--- src/rtl/nanop_pkg.sv ---
// Shared definitions for the nanoprocessor board: instruction opcodes and
// the LED output port state type.
package nanop_pkg;

    localparam int unsigned OPCODE_W = 8;

    localparam logic [OPCODE_W-1:0] NOP  = 8'b0000_0000;
    localparam logic [OPCODE_W-1:0] LDI  = 8'b0000_0001;
    localparam logic [OPCODE_W-1:0] ADD  = 8'b0000_0010;
    localparam logic [OPCODE_W-1:0] SUB  = 8'b0000_0011;
    localparam logic [OPCODE_W-1:0] JMP  = 8'b0000_0100;
    localparam logic [OPCODE_W-1:0] JZ   = 8'b0000_0101;
    localparam logic [OPCODE_W-1:0] OUT  = 8'b0000_1100;
    localparam logic [OPCODE_W-1:0] HALT = 8'b0000_1111;

    localparam int unsigned LED_W = 8;

    typedef enum logic {
        IDLE = 1'b0,
        SHOW = 1'b1
    } led_state_t;

    // Hold-counter width; at least one bit so HOLD_CYCLES = 1 still elaborates.
    function automatic int unsigned hold_cnt_w(input int unsigned hold_cycles);
        return (hold_cycles > 1) ? $clog2(hold_cycles) : 1;
    endfunction

endpackage

--- src/rtl/fifo_sync.sv ---
// Single-clock circular FIFO with occupancy counter. The head entry is
// presented combinationally so a pop sees it before any same-cycle write.
module fifo_sync #(
    parameter int unsigned WIDTH = 8,
    parameter int unsigned DEPTH = 4
) (
    input  logic             clk,
    input  logic             reset,
    input  logic             push,
    input  logic             pop,
    input  logic [WIDTH-1:0] wr_data,
    output logic [WIDTH-1:0] rd_data,
    output logic             full,
    output logic             empty
);

    localparam int unsigned AW = $clog2(DEPTH);
    localparam int unsigned CW = AW + 1;

    logic [WIDTH-1:0] r_mem [DEPTH];
    logic [AW-1:0]    r_rd_ptr;
    logic [AW-1:0]    r_wr_ptr;
    logic [CW-1:0]    r_count;

    // Storage carries no reset; only pointers and count define validity.
    always_ff @(posedge clk) begin
        if (push) begin
            r_mem[r_wr_ptr] <= wr_data;
        end
    end

    always_ff @(posedge clk) begin
        if (reset) begin
            r_rd_ptr <= '0;
            r_wr_ptr <= '0;
            r_count  <= '0;
        end else begin
            if (push) begin
                r_wr_ptr <= r_wr_ptr + AW'(1);
            end
            if (pop) begin
                r_rd_ptr <= r_rd_ptr + AW'(1);
            end
            case ({push, pop})
                2'b10:   r_count <= r_count + CW'(1);
                2'b01:   r_count <= r_count - CW'(1);
                default: r_count <= r_count;
            endcase
        end
    end

    assign rd_data = r_mem[r_rd_ptr];
    assign full    = (r_count == CW'(DEPTH));
    assign empty   = (r_count == '0);

endmodule

--- src/rtl/led_out_port.sv ---
// LED output port: queues OUT bytes and shows each on LedBar for
// HOLD_CYCLES cycles, back to back while the queue is backlogged.
module led_out_port
    import nanop_pkg::*;
#(
    parameter int unsigned DEPTH       = 4,
    parameter int unsigned HOLD_CYCLES = 16
) (
    input  logic             clk,
    input  logic             reset,
    input  logic             wr_en,
    input  logic [LED_W-1:0] wr_data,
    output logic             full,
    output logic             busy,
    output logic             overflow,
    output logic [LED_W-1:0] LedBar
);

    localparam int unsigned CNT_W = hold_cnt_w(HOLD_CYCLES);
    localparam logic [CNT_W-1:0] HOLD_LOAD = CNT_W'(HOLD_CYCLES - 1);

    led_state_t       r_state;
    logic [CNT_W-1:0] r_cnt;
    logic [LED_W-1:0] r_led;
    logic             r_ovf;

    led_state_t       w_state_nxt;
    logic [CNT_W-1:0] w_cnt_nxt;
    logic [LED_W-1:0] w_led_nxt;
    logic             w_ovf_nxt;
    logic             w_pop;
    logic             w_push;
    logic             w_full;
    logic             w_empty;
    logic [LED_W-1:0] w_head;

    // A full FIFO still accepts a byte when the FSM pops in the same cycle.
    assign w_push = wr_en && (!w_full || w_pop);

    fifo_sync #(
        .WIDTH (LED_W),
        .DEPTH (DEPTH)
    ) u_fifo (
        .clk     (clk),
        .reset   (reset),
        .push    (w_push),
        .pop     (w_pop),
        .wr_data (wr_data),
        .rd_data (w_head),
        .full    (w_full),
        .empty   (w_empty)
    );

    always_ff @(posedge clk) begin
        if (reset) begin
            r_state <= IDLE;
            r_cnt   <= '0;
            r_led   <= '0;
            r_ovf   <= 1'b0;
        end else begin
            r_state <= w_state_nxt;
            r_cnt   <= w_cnt_nxt;
            r_led   <= w_led_nxt;
            r_ovf   <= w_ovf_nxt;
        end
    end

    // Next-state, hold counter and display update; pops only when non-empty.
    always_comb begin
        w_state_nxt = r_state;
        w_cnt_nxt   = r_cnt;
        w_led_nxt   = r_led;
        w_pop       = 1'b0;
        w_ovf_nxt   = r_ovf || (wr_en && !w_push);

        case (r_state)
            IDLE: begin
                if (!w_empty) begin
                    w_pop       = 1'b1;
                    w_led_nxt   = w_head;
                    w_cnt_nxt   = HOLD_LOAD;
                    w_state_nxt = SHOW;
                end
            end
            SHOW: begin
                if (r_cnt != '0) begin
                    w_cnt_nxt = r_cnt - CNT_W'(1);
                end else if (!w_empty) begin
                    w_pop     = 1'b1;
                    w_led_nxt = w_head;
                    w_cnt_nxt = HOLD_LOAD;
                end else begin
                    w_state_nxt = IDLE;
                end
            end
            default: begin
                w_state_nxt = IDLE;
            end
        endcase
    end

    assign full     = w_full;
    assign busy     = (r_state == SHOW) || !w_empty;
    assign overflow = r_ovf;
    assign LedBar   = r_led;

endmodule

--- config.mk ---
export PLATFORM = sky130hd
export DESIGN_NAME = led_out_port
export DESIGN_NICKNAME = d
export VERILOG_FILES = /design/src/rtl/nanop_pkg.sv /design/src/rtl/fifo_sync.sv /design/src/rtl/led_out_port.sv
export SDC_FILE = /design/constraint.sdc
export NUM_CORES = 1
export LEC_CHECK = 0
export ABC_AREA = 0
export BUFFER_PORTS_ARGS = -buffer_cell sky130_fd_sc_hd__buf_2
export CAP_MARGIN = 20
export CORE_MARGIN = 4
export CORE_UTILIZATION = 50
export DETAILED_ROUTE_END_ITERATION = 6
export PLACE_DENSITY = 0.7
export SLEW_MARGIN = 10
export SYNTH_ARGS = -nofsm -noshare
export SYNTH_HDL_FRONTEND = slang
export SYNTH_SLANG_ARGS = --single-unit
--- constraint.sdc ---
create_clock -name clk -period 2.7 [get_ports clk]
set_input_delay 0.27 -clock clk [delete_from_list [all_inputs] [get_ports clk]]
set_output_delay 0.27 -clock clk [all_outputs]
set_load 0.005 [all_outputs]
; Word level (Yosys, flattened, before mapping)
; Memory sizes are Yosys's and may differ from the RTL's. A register that Yosys moved wholly into a read port is not among the register bits.
; Index checks and enable logic that the tools add are counted.
[totals]
mem_bits_rw = 32
reg_bits = 21
input_bits = 11
n_memories = 1
[memory_table]
columns = name, depth, width, rd, rd_ports_with_merged_regs, write_ports, line_no
row1 = u_fifo.r_mem, 4, 8, 1, 1, 1, fifo_sync.sv:20  ; logic [WIDTH-1:0] r_mem [DEPTH];
[classes]
n_eq_ne = 4
bitwise_logic = 1
addsub = 5
mux = 16
reduce_logical = 11
[ops]
columns = cell, n
row1 = $mux W8, 2
row2 = $pmux W8 S2, 1
row3 = $mux W4, 2
row4 = $pmux W4 S2, 1
row5 = $pmux W3 S2, 1
row6 = $mux W1, 5
row7 = $add A2 B1 Y2 const B, 2
row8 = $mux W2, 2
row9 = $pmux W1 S2, 2
row10 = $reduce_bool A4 Y1, 1
row11 = $sub A4 B1 Y4 const B, 1
row12 = $add A3 B1 Y3 const B, 1
row13 = $eq A3 B3 Y1 const B, 1
row14 = $logic_not A1 Y1, 3
row15 = $logic_not A3 Y1, 1
row16 = $logic_or A1 B1 Y1, 3
row17 = $sub A3 B1 Y3 const B, 1
row18 = $eq A2 B1 Y1 const B, 1
row19 = $eq A2 B2 Y1 const B, 1
row20 = $logic_and A1 B1 Y1, 2
row21 = $ne A2 B2 Y1 const B, 1
row22 = $reduce_bool A2 Y1, 1
row23 = $not A1 Y1, 1

; Logic depth before layout (Yosys ltp)
[depth]
depth_word = 9
ltp_mapped = 11

; Modules after synthesis
; A second synthesis with hierarchy kept.
[unflattened]
hier_cells = 152
hier_area_um2 = 2209.6
[by_module_without_submodules]
columns = mod, cells_per_inst, area_per_inst_um2, instances
row1 = fifo_sync, 89, 1591.5, 1
row2 = led_out_port, 63, 618.1, 1

; Worst setup path after synthesis
; Ideal clock, no wire load.
[synth_timing]
kind = reg-to-reg
from = register r_cnt[0]
to = register u_fifo.r_count[2]
period_less_slack_ns = 2.534
setup_slack_ns = 0.166
setup_ns = 0.071
t_arrival_ns = 2.464
required_ns = 2.629
path_buffers = 1
stages_incl_launch_ff = 12
cell_sequence = dfxtp_1 > inv_1 > ha_1 > or3b_1 > buf_6 > a31oi_4 > inv_1 > ha_1 > fa_1 > xnor2_1 > or3_1 > a21oi_1
[synth_via]
elab_chain_cells = 7
elab_cells_between_ends = 9
classes_between = eq/ne (2) / mux (3) / reduce/logical (4)
[synth_rtl]
columns = element, line_no
row1 = "start, declared", led_out_port.sv:23  ; logic [CNT_W-1:0] r_cnt;
row2 = "start signal, assigned", led_out_port.sv:62  ; r_cnt <= w_cnt_nxt;
row3 = $reduce_bool A4 Y1 *, led_out_port.sv:86  ; if (r_cnt != '0) begin
row4 = $mux W1 *, led_out_port.sv:86
row5 = $pmux W1 S2 *, led_out_port.sv:76  ; case (r_state)
row6 = $logic_or A1 B1 Y1, led_out_port.sv:38  ; assign w_push = wr_en && (!w_full || w_pop);
row7 = $logic_and A1 B1 Y1, led_out_port.sv:38
row8 = $eq A2 B1 Y1 / $eq A2 B2 Y1 (equally long branches), fifo_sync.sv:44  ; case ({push, pop})
row9 = $pmux W3 S2 / $reduce_bool A2 Y1 (equally long branches), n/a
row10 = "end signal, assigned", fifo_sync.sv:45  ; 2'b10: r_count <= r_count + CW'(1);
row11 = "end signal, assigned", fifo_sync.sv:46  ; 2'b01: r_count <= r_count - CW'(1);
row12 = "end signal, assigned", fifo_sync.sv:47  ; default: r_count <= r_count;
row13 = "end, declared", fifo_sync.sv:23  ; logic [CW-1:0] r_count;
; Every way passes the cells marked *; elsewhere a longest branch is shown, timed or not.
; A chain may end at the register's enable or synchronous reset.

; Final worst setup path
; Ends and elaborated chain as after synthesis.

==> flow_metrics.env <==
export IMPL_timing_hold_ws_ns=0.167
export IMPL_cp_arrival_ns=2.76
export IMPL_drcViolationCount=0
export IMPL_drtIter0Drc=100
export IMPL_slew_viol_final=0
export IMPL_ioPinCount=22
export IMPL_layout_common_cells="edfxtp_1, dfxtp_1, buf_2"
export IMPL_nets=223
export IMPL_grt_remaining_overflow=0
export IMPL_ys_warn_count=0
export IMPL_vias=1469
export IMPL_syn_area_per_cell_um2=13.1
export IMPL_synth_top_family_by_area="simple AND/OR/NAND/NOR gates"
export IMPL_die_area_um2=5980
export IMPL_end_kind="register"
export IMPL_power_internal_mw=1.70
export IMPL_multi_input_area_um2=893
export IMPL_fmax_mhz=397
export IMPL_post_synth_num_cell_types=39
export IMPL_setup_viol=0
export IMPL_r2r_start="r_cnt[0]$_SDFF_PP0_"
export IMPL_critPathMaxFanout=4
export IMPL_power_switching_share_pct=36.0
export IMPL_place_congestion=0.810
export IMPL_via_per_inst=5.72
export IMPL_p_comb_share_pct=36.7
export IMPL_numCtsBuffers=5
export IMPL_r2r_cells=10
export IMPL_seq_power_share_pct=45.4
export IMPL_wl_mm=4.25
export IMPL_hold_class="in2reg"
export IMPL_post_dp_cell_area_um2=2550
export IMPL_placementRows=24
export IMPL_grt_total_usage_pct=15.2
export IMPL_synth_compound_area_share_pct=8.64
export IMPL_final_cell_area_um2=2650
export IMPL_tritoncts="built"
export IMPL_powerDensity_nw_per_um2=1000
export IMPL_nFillCells=366
export IMPL_synthCells=183
export IMPL_seqCellArea_um2=1420
export IMPL_die_x_um=77.4
export IMPL_ys_seq_elements=55
export IMPL_tightest_slew_ns=0.555
export IMPL_layout_commonest_cell="edfxtp_1"
export IMPL_period_minus_slack_ns=2.52
export IMPL_hpwl_mm=3.03
export IMPL_ant_nets=0
export IMPL_synth_simple_area_share_pct=12.4
export IMPL_grt_max_degree=23
export IMPL_muxShareOfSynthArea_pct=10.8
export IMPL_grt_pass1_vias=1484
export IMPL_worst_setup_path_type="reg2reg"
export IMPL_finalSetupTns_ns=0
export IMPL_fin_worst_skew_ns=0.00677
export IMPL_critPathLaunchType="register"
export IMPL_drv_cap=0
export IMPL_syn_area_um2=2400
export IMPL_cts_root_buf="clkbuf_8"
export IMPL_stdcell_count=257
export IMPL_h_tree_depth=2
export IMPL_dpl_cell_count=249
export IMPL_clockPowerShare_pct=18.0
export IMPL_p_leak_nw=1.01
export IMPL_rrSetupSlack_ns=0.18
export IMPL_min_path_cells=1
export IMPL_layout_drive_gt1_share_pct=24.9
export IMPL_clk_pin_slew_ns=0.11
export IMPL_syn_nets=202
export IMPL_clock_sinks=55
export IMPL_relSlewSlack_pct=62.9
export IMPL_hold_viol=0
export IMPL_n_antenna_cell=0
export IMPL_detail_route_wl_per_cell_um=16.5
export IMPL_dr_pass1_iters=4
export IMPL_initial_utilization_pct=53.4
export IMPL_worst_ep_required_time_ns=2.94
export IMPL_synth_xor_area_share_pct=0.728
export IMPL_die_h_um=77.4
export IMPL_clockBufferDepth=2
export IMPL_area_growth_pct=10.3
export IMPL_rr_endpoint="u_fifo.r_count[2]$_SDFFE_PP0P_"
export IMPL_cts_hold_fix_buffers=0
export IMPL_status="finished, final reports clean"
export IMPL_numPortBuffers=21
export IMPL_clock_latency_ns=0.31
export IMPL_fp_coreArea_um2=4500
export IMPL_ys_seq_area_share_pct=59.1
export IMPL_hold_end="u_fifo.r_mem[1][7]$_DFFE_PP_"
export IMPL_p_switching_uw=955
export IMPL_min_from="wr_data[7]"
export IMPL_fin_crit_sh_pct=93.2
export IMPL_yosys_area_share_adder_pct=4.47
export IMPL_antenna_found_initial=0
export IMPL_peakVddDrop_v=0.000376
export IMPL_grt_pass1_wl_mm=7.23
-- kinds of logic (layout without fill, tap and decap cells) --
group,count (synthesis),after routing
AND/OR/NAND/NOR,57,57
flip-flops,55,55
AO/OA/AOI/OAI,25,25
buffers and inverters,21,43
multiplexers,15,15
adder cells (fa/ha/maj),8,8
XOR/XNOR,2,2
-- power groups by stage --
stage	logic, mW	registers [mW]	clock network, mW
2_1_floorplan	0.757	1.16	0
3_3_place_gp	0.917	1.22	0
3_5_place_dp	0.961	1.22	0
4_1_cts	0.966	1.21	0.488
5_1_grt	1.08	1.23	0.527
6_report	0.972	1.20	0.477
-- cells in the mapped netlist (all sizes together) --
cell type	instances	share of area [%]
a21oi	7	1.9
a311oi	1	0.36
nor2	9	1.4
nand3	16	3.3
a211oi	1	0.31
nor2b	10	2.6
edfxtp	32	40
or3b	1	0.36
mux4	8	7.5
ha	7	3.6
mux2i	3	1.2
nor3b	2	0.83
buf	5	1.4
nor3	2	0.62
fa	1	0.83
or3	2	0.52
a31oi	2	1.1
o211a	1	0.42
o31ai	2	0.62
and2	4	1.0
inv	9	1.4
clkbuf	7	1.1
xor2	1	0.36
nand2	11	1.7
a41oi	1	0.36
o21ai	1	0.21
o41ai	1	0.36
dfxtp	23	19
xnor2	1	0.36
o2111ai	8	2.9
mux2	4	2.0
-- through the flow --
stage          util (%)  setup slack (ns)  power, mW
3_5_place_dp       56.7             0.209       2.19
2_1_floorplan         -             0.166       1.91
6_report           58.9             0.184       2.65
4_1_cts            58.8             0.166       2.66
5_1_grt            58.9          -0.00680       2.84
3_3_place_gp       56.7             0.250       2.13
-- registers in the layout, indices dropped and copies added (netlist names), named ones only --
name,count
r_state,1
LedBar,8
u_fifo.r_count,3
u_fifo.r_mem,32
overflow,1
u_fifo.r_wr_ptr,2
u_fifo.r_rd_ptr,2
r_cnt,4
-- worst max path at each step --
stage                                    from                        endpoint  slack [ns]  cells past startpoint
after global placement    r_cnt[0]$_SDFF_PP0_  u_fifo.r_count[2]$_SDFFE_PP0P_        0.25                     10
final                     r_cnt[0]$_SDFF_PP0_  u_fifo.r_count[2]$_SDFFE_PP0P_        0.18                     10
after floorplan           r_cnt[0]$_SDFF_PP0_  u_fifo.r_count[2]$_SDFFE_PP0P_        0.17                     11
after detailed placement  r_cnt[0]$_SDFF_PP0_  u_fifo.r_count[2]$_SDFFE_PP0P_        0.21                     10
after CTS                 r_cnt[0]$_SDFF_PP0_  u_fifo.r_count[2]$_SDFFE_PP0P_        0.17                     10
after global routing      r_cnt[0]$_SDFF_PP0_  u_fifo.r_count[2]$_SDFFE_PP0P_      -0.007                     10
-- critical path, stage by stage (launching register included) --
cell,delay (ns)
dfxtp_1,0.32
inv_1,0.11
ha_1,0.20
or3b_4,0.41
a31oi_4,0.18
inv_1,0.06
ha_1,0.21
fa_1,0.38
xnor2_1,0.15
or3_1,0.30
a21oi_1,0.13
-- layer usage --
metal	part of all wire [%]	GRT usage, %	vias up
met3	4.4	3.70	5
li1	-	-	718
met2	50	25.6	35
met1	45	20.4	711
met5	0	0	-
met4	0.59	2.67	0
-- what timing repair did --
action / in CTS / in global routing
endpoints found under the hold margin: 0 / 0
endpoints found under the setup margin: 0 / 1
setup buffers: 0 / 0
gates resized for setup: 0 / 1
-- cell type report --
class / instances / area share [%]
Multi-Input combinational cell: 107 / 33.7
Sequential cell: 55 / 53.6
Clock buffer: 5 / 2.59
Inverter: 9 / 1.27
Clock inverter: 3 / 1.04
Timing Repair Buffer: 26 / 5.38
Tap cell: 52 / 2.45
No activity file was read; power rests on OpenSTA's default activity.
